### src/rtl/mc_ctrl_pkg.sv
// Shared constants for the multicycle MIPS main controller.
// Opcodes, state encodings, ALUop codes and the control bundle.
package mc_ctrl_pkg;

  localparam logic [5:0] OP_RTYPE = 6'b000000;
  localparam logic [5:0] OP_LW    = 6'b100011;
  localparam logic [5:0] OP_SW    = 6'b101011;
  localparam logic [5:0] OP_BEQ   = 6'b000100;
  localparam logic [5:0] OP_ADDI  = 6'b001000;
  localparam logic [5:0] OP_J     = 6'b000010;
  localparam logic [5:0] OP_ORI   = 6'b001101;

  localparam logic [3:0] S_FETCH  = 4'd0;
  localparam logic [3:0] S_DECODE = 4'd1;
  localparam logic [3:0] S_MEMADR = 4'd2;
  localparam logic [3:0] S_MEMRD  = 4'd3;
  localparam logic [3:0] S_MEMWB  = 4'd4;
  localparam logic [3:0] S_MEMWR  = 4'd5;
  localparam logic [3:0] S_EXEC   = 4'd6;
  localparam logic [3:0] S_ALUWB  = 4'd7;
  localparam logic [3:0] S_BRANCH = 4'd8;
  localparam logic [3:0] S_ADDIEX = 4'd9;
  localparam logic [3:0] S_IMMWB  = 4'd10;
  localparam logic [3:0] S_JUMP   = 4'd11;
  localparam logic [3:0] S_ORIEX  = 4'd12;

  localparam logic [1:0] ALUOP_ADD   = 2'b00;
  localparam logic [1:0] ALUOP_SUB   = 2'b01;
  localparam logic [1:0] ALUOP_FUNCT = 2'b10;
  localparam logic [1:0] ALUOP_ORI   = 2'b11;

  // rdy_gate marks states whose ir/pc/mem write
  // strobes only fire once memory is ready.
  typedef struct packed {
    logic [1:0] alu_op;
    logic       alu_src_a;
    logic [1:0] alu_src_b;
    logic [1:0] pc_src;
    logic       iord;
    logic       reg_dst;
    logic       mem_to_reg;
    logic       ir_write;
    logic       mem_read;
    logic       mem_write;
    logic       reg_write;
    logic       pc_write;
    logic       branch;
    logic       rdy_gate;
  } ctrl_t;

endpackage

### src/rtl/mc_ctrl_outdec.sv
// Moore decode: state -> raw control vector (ungated strobes).
// Ports: state in, ctrl out. Macro MC_ORI_EN enables ORIEX decode.
module mc_ctrl_outdec
  import mc_ctrl_pkg::*;
#(
  parameter logic [1:0] RESET_PC_SRC = 2'b00
) (
  input  logic [3:0] state,
  output ctrl_t      ctrl
);

  always_comb begin
    ctrl = '0;
    case (state)
      S_FETCH: begin
        ctrl.mem_read  = 1'b1;
        ctrl.alu_src_b = 2'b01;
        ctrl.alu_op    = ALUOP_ADD;
        ctrl.pc_src    = RESET_PC_SRC;
        ctrl.ir_write  = 1'b1;
        ctrl.pc_write  = 1'b1;
        ctrl.rdy_gate  = 1'b1;
      end
      S_DECODE: begin
        ctrl.alu_src_b = 2'b11;
        ctrl.alu_op    = ALUOP_ADD;
      end
      S_MEMADR: begin
        ctrl.alu_src_a = 1'b1;
        ctrl.alu_src_b = 2'b10;
        ctrl.alu_op    = ALUOP_ADD;
      end
      S_MEMRD: begin
        ctrl.iord     = 1'b1;
        ctrl.mem_read = 1'b1;
      end
      S_MEMWB: begin
        ctrl.mem_to_reg = 1'b1;
        ctrl.reg_write  = 1'b1;
      end
      S_MEMWR: begin
        ctrl.iord      = 1'b1;
        ctrl.mem_write = 1'b1;
        ctrl.rdy_gate  = 1'b1;
      end
      S_EXEC: begin
        ctrl.alu_src_a = 1'b1;
        ctrl.alu_op    = ALUOP_FUNCT;
      end
      S_ALUWB: begin
        ctrl.reg_dst   = 1'b1;
        ctrl.reg_write = 1'b1;
      end
      S_BRANCH: begin
        ctrl.alu_src_a = 1'b1;
        ctrl.alu_op    = ALUOP_SUB;
        ctrl.pc_src    = 2'b01;
        ctrl.branch    = 1'b1;
      end
      S_ADDIEX: begin
        ctrl.alu_src_a = 1'b1;
        ctrl.alu_src_b = 2'b10;
        ctrl.alu_op    = ALUOP_ADD;
      end
      S_IMMWB: begin
        ctrl.reg_write = 1'b1;
      end
      S_JUMP: begin
        ctrl.pc_src   = 2'b10;
        ctrl.pc_write = 1'b1;
      end
`ifdef MC_ORI_EN
      S_ORIEX: begin
        ctrl.alu_src_a = 1'b1;
        ctrl.alu_src_b = 2'b10;
        ctrl.alu_op    = ALUOP_ORI;
      end
`endif
      default: ctrl = '0;
    endcase
  end

endmodule

### src/rtl/mc_main_ctrl.sv
// Multicycle MIPS main-control FSM: sequences fetch..writeback,
// drives datapath selects/strobes and ALUop. Macro MC_ORI_EN adds ori.
// Ports: clk, rst_n, opcode, zero, mem_ready in; ALUop, mux selects,
// strobes, pc_en, illegal_op, state out.
module mc_main_ctrl
  import mc_ctrl_pkg::*;
#(
  parameter logic [1:0] RESET_PC_SRC = 2'b00
) (
  input  logic       clk,
  input  logic       rst_n,
  input  logic [5:0] opcode,
  input  logic       zero,
  input  logic       mem_ready,
  output logic [1:0] ALUop,
  output logic       alu_src_a,
  output logic [1:0] alu_src_b,
  output logic [1:0] pc_src,
  output logic       iord,
  output logic       reg_dst,
  output logic       mem_to_reg,
  output logic       ir_write,
  output logic       mem_read,
  output logic       mem_write,
  output logic       reg_write,
  output logic       pc_en,
  output logic       illegal_op,
  output logic [3:0] state
);

  logic [3:0] state_q;
  logic [3:0] state_d;
  logic       illegal;
  logic       gate;
  logic       pc_write;
  ctrl_t      ctrl;

  always_comb begin
    state_d = S_FETCH;
    illegal = 1'b0;
    case (state_q)
      S_FETCH:  state_d = mem_ready ? S_DECODE : S_FETCH;
      S_DECODE: begin
        unique case (1'b1)
          opcode == OP_RTYPE: state_d = S_EXEC;
          opcode == OP_LW:    state_d = S_MEMADR;
          opcode == OP_SW:    state_d = S_MEMADR;
          opcode == OP_BEQ:   state_d = S_BRANCH;
          opcode == OP_ADDI:  state_d = S_ADDIEX;
          opcode == OP_J:     state_d = S_JUMP;
`ifdef MC_ORI_EN
          opcode == OP_ORI:   state_d = S_ORIEX;
`endif
          default: begin
            state_d = S_FETCH;
            illegal = 1'b1;
          end
        endcase
      end
      // opcode is re-sampled here; anything but lw/sw aborts
      S_MEMADR: begin
        unique case (1'b1)
          opcode == OP_LW: state_d = S_MEMRD;
          opcode == OP_SW: state_d = S_MEMWR;
          default:         state_d = S_FETCH;
        endcase
      end
      S_MEMRD:  state_d = mem_ready ? S_MEMWB : S_MEMRD;
      S_MEMWR:  state_d = mem_ready ? S_FETCH : S_MEMWR;
      S_EXEC:   state_d = S_ALUWB;
      S_ADDIEX: state_d = S_IMMWB;
`ifdef MC_ORI_EN
      S_ORIEX:  state_d = S_IMMWB;
`endif
      default:  state_d = S_FETCH;
    endcase
  end

  always_ff @(posedge clk or negedge rst_n) begin
    if (!rst_n) state_q <= S_FETCH;
    else        state_q <= state_d;
  end

  mc_ctrl_outdec #(
    .RESET_PC_SRC(RESET_PC_SRC)
  ) u_outdec (
    .state(state_q),
    .ctrl (ctrl)
  );

  // Strobes are forced low while reset is held, even though
  // state_q already reads FETCH.
  assign gate       = ~ctrl.rdy_gate | mem_ready;
  assign pc_write   = ctrl.pc_write & gate;

  assign ALUop      = ctrl.alu_op;
  assign alu_src_a  = ctrl.alu_src_a;
  assign alu_src_b  = ctrl.alu_src_b;
  assign pc_src     = ctrl.pc_src;
  assign iord       = ctrl.iord;
  assign reg_dst    = ctrl.reg_dst;
  assign mem_to_reg = ctrl.mem_to_reg;
  assign ir_write   = rst_n & ctrl.ir_write & gate;
  assign mem_read   = rst_n & ctrl.mem_read;
  assign mem_write  = rst_n & ctrl.mem_write & gate;
  assign reg_write  = rst_n & ctrl.reg_write;
  assign pc_en      = rst_n & (pc_write | (ctrl.branch & zero));
  assign illegal_op = rst_n & illegal & (state_q == S_DECODE);
  assign state      = state_q;

endmodule
### config.mk
export PLATFORM = sky130hd
export DESIGN_NAME = mc_main_ctrl
export DESIGN_NICKNAME = d
export VERILOG_FILES = /design/src/rtl/mc_ctrl_pkg.sv /design/src/rtl/mc_ctrl_outdec.sv /design/src/rtl/mc_main_ctrl.sv
export SDC_FILE = /design/constraint.sdc
export NUM_CORES = 1
export LEC_CHECK = 0
export CORE_AREA = 10 10 53 55
export CTS_BUF_LIST = sky130_fd_sc_hd__clkbuf_16
export DETAILED_ROUTE_END_ITERATION = 10
export DIE_AREA = 0 0 63 65
export PLACE_DENSITY = 0.76
export SYNTH_ARGS = -nofsm -noshare
export SYNTH_HDL_FRONTEND = slang
export SYNTH_HIERARCHICAL = 1
export SYNTH_SLANG_ARGS = --single-unit
### constraint.sdc
create_clock -name clk -period 2.4 [get_ports clk]
set_clock_uncertainty 0.2 [all_clocks]
set_input_delay 0.72 -clock clk [delete_from_list [all_inputs] [get_ports clk]]
set_output_delay 0.72 -clock clk [all_outputs]
set_load 0.01 [all_outputs]
Word-level counts from Yosys, hierarchy flattened
Index checks and enable logic that the tools add are counted.
- output and inout bits: 20
- word-level logic and storage cells: 64
- bits in registers: 4
- reductions and logical operators: 11
- equality and inequality tests: 16
- multiplexer cells: 22
- bitwise logic cells: 14
- operators with widths (cell ; number):
    one-hot mux 4 bit (7 select lines) ; 1
    one-hot mux 4 bit (5 select lines) ; 1
    == test 4 x 3 -> 1 bit, second input constant ; 4
    == test 4 bit, second input constant ; 4
    two-way mux 1 bit ; 14
    == test 6 bit, second input constant ; 2
    OR reduction 2 bit ; 6
    bitwise AND 1 bit ; 11
    == test 4 x 2 -> 1 bit, second input constant ; 2
    one-hot mux 2 bit (2 select lines) ; 2
    == test 6 x 2 -> 1 bit, second input constant ; 1
    == test 6 x 3 -> 1 bit, second input constant ; 1
    == test 6 x 4 -> 1 bit, second input constant ; 1
    logical NOT 6 bit ; 1
    two-way mux 3 bit ; 2
    one-hot mux 2 bit (3 select lines) ; 1
    one-hot mux 3 bit (2 select lines) ; 1
    OR reduction 6 bit ; 1
    == test 4 x 1 -> 1 bit, second input constant ; 1
    logical NOT 4 bit ; 1
    OR reduction 4 bit ; 1
    OR reduction 3 bit ; 1
    bitwise OR 1 bit ; 2
    NOT 1 bit ; 1

Longest topological paths before layout
- word-level depth: 8
- depth in mapped cells: 6
- depth with buffers taken out: 5

By module
The synthesis kept the hierarchy.
- modules (own cells, without submodules) (module ; sequential area each (µm²) ; area an instance (µm²) ; times used ; cells an instance):
    mc_main_ctrl ; 100.1 ; 392.9 ; 1 ; 48
    mc_ctrl_outdec ; 0.0 ; 221.5 ; 1 ; 34

Worst setup path before layout
OpenSTA, ideal clock, no wires.
- path type: input to output
- start point: input port opcode[0]
- end point: output port illegal_op
- setup slack: -0.138 ns
- buffers on the path: 0
- cell stages on the path: 3
- arrival: 1.618 ns
- cells stage by stage: or4_4 -> nor3_2 -> and4bb_2
- word-level cells in the longest chain between the ends: 6
- elaborated cells on any way between the ends: 11
- those cells by class: 5 x eq/ne; 2 x mux; 2 x bitwise; 2 x reduce/logical
- RTL lines (element ; RTL line ; RTL):
    start, declared ; mc_main_ctrl.sv:12 ; input logic [5:0] opcode,
    == test 6 x 3 -> 1 bit (tied with other cells) ; mc_main_ctrl.sv:48 ; opcode == OP_BEQ: state_d = S_BRANCH;
    OR reduction 6 bit (no line) (*) ; - ;
    two-way mux 1 bit (*) ; mc_main_ctrl.sv:44 ; unique case (1'b1)
    two-way mux 1 bit (*) ; mc_main_ctrl.sv:41 ; case (state_q)
    bitwise AND 1 bit (*) (2 in a row) ; mc_main_ctrl.sv:108 ; assign illegal_op = rst_n & illegal & (state_q == S_DECODE);
    end, declared ; mc_main_ctrl.sv:27 ; output logic illegal_op,
Mark *: on every way between the ends. The rest lies on a longest branch, timed or not.

Final worst setup path
- start point: input port opcode[5]
- end point: output port illegal_op
The elaborated chain is that of the path after synthesis.

==> metrics.csv <==
metric,value,unit
status,finished with violations,
failing checks,negative setup slack,
worst path cell trace,buf_6 > or4_4 > nor3_4 > and4bb_2 > buf_6,
DRT iter0 DRCs,27,
Clock transition at path regs,0.03,ns
layout net count,163,
RSZ-0062 raised after global routing,true,
WL/cell,15.5,um
crit path DAT,1.91,ns
Inserted Clock Buffers,3,
FF-to-FF path depth,6,
Yosys top cell area share,16.3,%
cell family with most CP delay,simple AND/OR/NAND/NOR gates,
"area leader, netlist",dfrtp_1,
Worst setup EP type,primary output,
R2R Path End,state[0]$_DFF_PN0_,
"Seq/Total Area, Yosys",16.3,%
CTS tree,yes,
Die Wd,63,um
cts hold-fix bufs,0,
Synth Flop Type,dfrtp_1,
number of distinct library cells after synthesis,39,
Initial Util,33.0,%
worst-path maximum fanout,2,
Pleak,0.679,nW
Post-Place Setup Slack,-1.08,ns
root buf cell,clkbuf_16,
vias in the first global route,977,
Max rail drop VDD,347,uV
Die Height,65,um
Finished Cell Area,1340,um2
delay of the slowest cell on the worst path,0.56,ns
min cycle time layout,2.83,ns
clock latency on the worst-skew pair,0.22,ns
"antenna viol nets, final",0,
total grt overflow,0,
IO Port Bufs,29,
layout cells sized above 1,57.6,%
total number of vias,909,
"most common cell after layout, fill and taps aside",buf_4,
hold_ws,0.498,ns
GP Congestion,0.868,
Max-cap violations,0,
pin count of the biggest net entering global routing,11,
drc violations,0,
Mapped Nets,92,
Seq cells post-synth,4,
Final WS setup,-0.431,ns
worst hold path type,in -> async,
Clock Path Buffers,2,
endpoints failing setup,6,
Core ar.,1860,um2
YS warnings,6,
crit path launch type,primary input,
Post-Syn Instances,82,
Die Area,4100,um2
critical path's slowest cell,or4_4,
Synth area leaders,"dfrtp_1, nand2b_1, nor3_1",
Mean Syn Cell Area,7.49,um2
CP bufs+invs,2,
Worst Tran Pin Value,0.331,ns
Slew Limit Fails,0,
Boundary Pins,30,
hpwl dp,1.75,mm
Fin. Hold Viols,0,
Clock Sinks,4,
"Data required, critical path",1.48,ns
"EDFF count, synth",0,
fin crit share,118,%
Slew Limit Headroom,77.6,%
antenna violations before repair,0,
first-pass GRT wire length,4.31,mm
mapped cell area,614,um2
DP Area,1110,um2
max FFs per register,4,
Fmax,0.353,GHz
total global-route track usage,12.7,%
number of H-tree levels,1,
R2R Path Start,state[0]$_DFF_PN0_,
pwr dens,429,nW/um2
DRT Wirelength,2.76,mm
Row Count,16,
Antenna Cells,0,
Crit Path Category,in -> out,
Via density,5.11,
Layout area overhead,119,%
CP most frequent cell,buf_6,
most frequent cells in the layout,"buf_4, buf_6, buf_2, dlygate4sd2_1",
DRT Pass-1 Iters,4,
R2R Setup Slk,0.52,ns
critical path depth,5,
Synth async-reset ratio,100,%
[final cells by class]
class                      instances  area, um2
clock buffer                       3       75.1
fill                             150        518
inverter                           4       15.0
multi-input combinational         68        520
sequential                         4        104
tap                               27       33.8
timing repair buffer              72        596
[worst max-delay path by stage]
stage                   start         end  slack [ns]
floorplan           opcode[0]  illegal_op       -0.14
global placement    opcode[0]  illegal_op       -1.05
detailed placement  opcode[2]  illegal_op       -1.08
CTS                 opcode[5]  illegal_op       -0.42
global route        opcode[5]  illegal_op       -0.45
finish              opcode[5]  illegal_op       -0.43
[cell families after synthesis]
kind of cell | share of synthesized area (%)
flip-flops | 16.3
XOR/XNOR | 5.70
AO/OA/AOI/OAI | 18.7
buffers and inverters | 10.2
AND/OR/NAND/NOR | 47.2
multiplexers | 1.83
[synthesized netlist by cell type, drive strengths merged (2+ instances only)]
master	instances
nand4b	2
or3	2
nand2	4
nor2	5
o211ai	2
o21ai	2
buf	5
inv	4
nand2b	7
o22ai	3
and3	4
or2	3
nor3	8
nand3	3
dfrtp	4
and2	2
a21oi	3
xor2	3
[metrics by stage]
stage          setup TNS, ns  cells  power [mW]  util, %
6_report              -0.891    178       0.577     72.2
4_1_cts                -1.06    179       0.557     70.8
5_1_grt                -1.21    178       0.603     72.2
3_3_place_gp           -4.64    161       0.267     59.5
2_1_floorplan         -0.138     82       0.169        -
3_5_place_dp           -5.11    161       0.272     59.5
[repair_timing]
action                                  in CTS  in global routing
resized for setup                           93                 12
endpoints found under the setup margin      16                  8
buffers inserted                            15                  3
pin swaps                                    5                  9
[layer usage]
metal	vias to the layer above	track usage [%]	part of all wire, %
li1	438	-	-
met1	416	12.2	38
met2	45	23.0	52
met3	10	4.98	8.6
met4	0	6.98	1.8
met5	-	0	0
[where the power goes]
group          internal (mW)  switching [mW]  total [mW]  leakage, nW
logic                  0.135           0.104       0.239        0.592
registers             0.0726         0.00647      0.0791       0.0497
clock network          0.213          0.0460       0.259       0.0370
[worst reg2reg max path, stage by stage, from the launching register on]
cell and delay, ns:
dfrtp_2 0.43, buf_6 0.13, buf_6 0.11, buf_4 0.16, o41ai_1 0.40, and3_1 0.24
a211o_1 0.13
No activity file was read; power rests on OpenSTA's default activity.
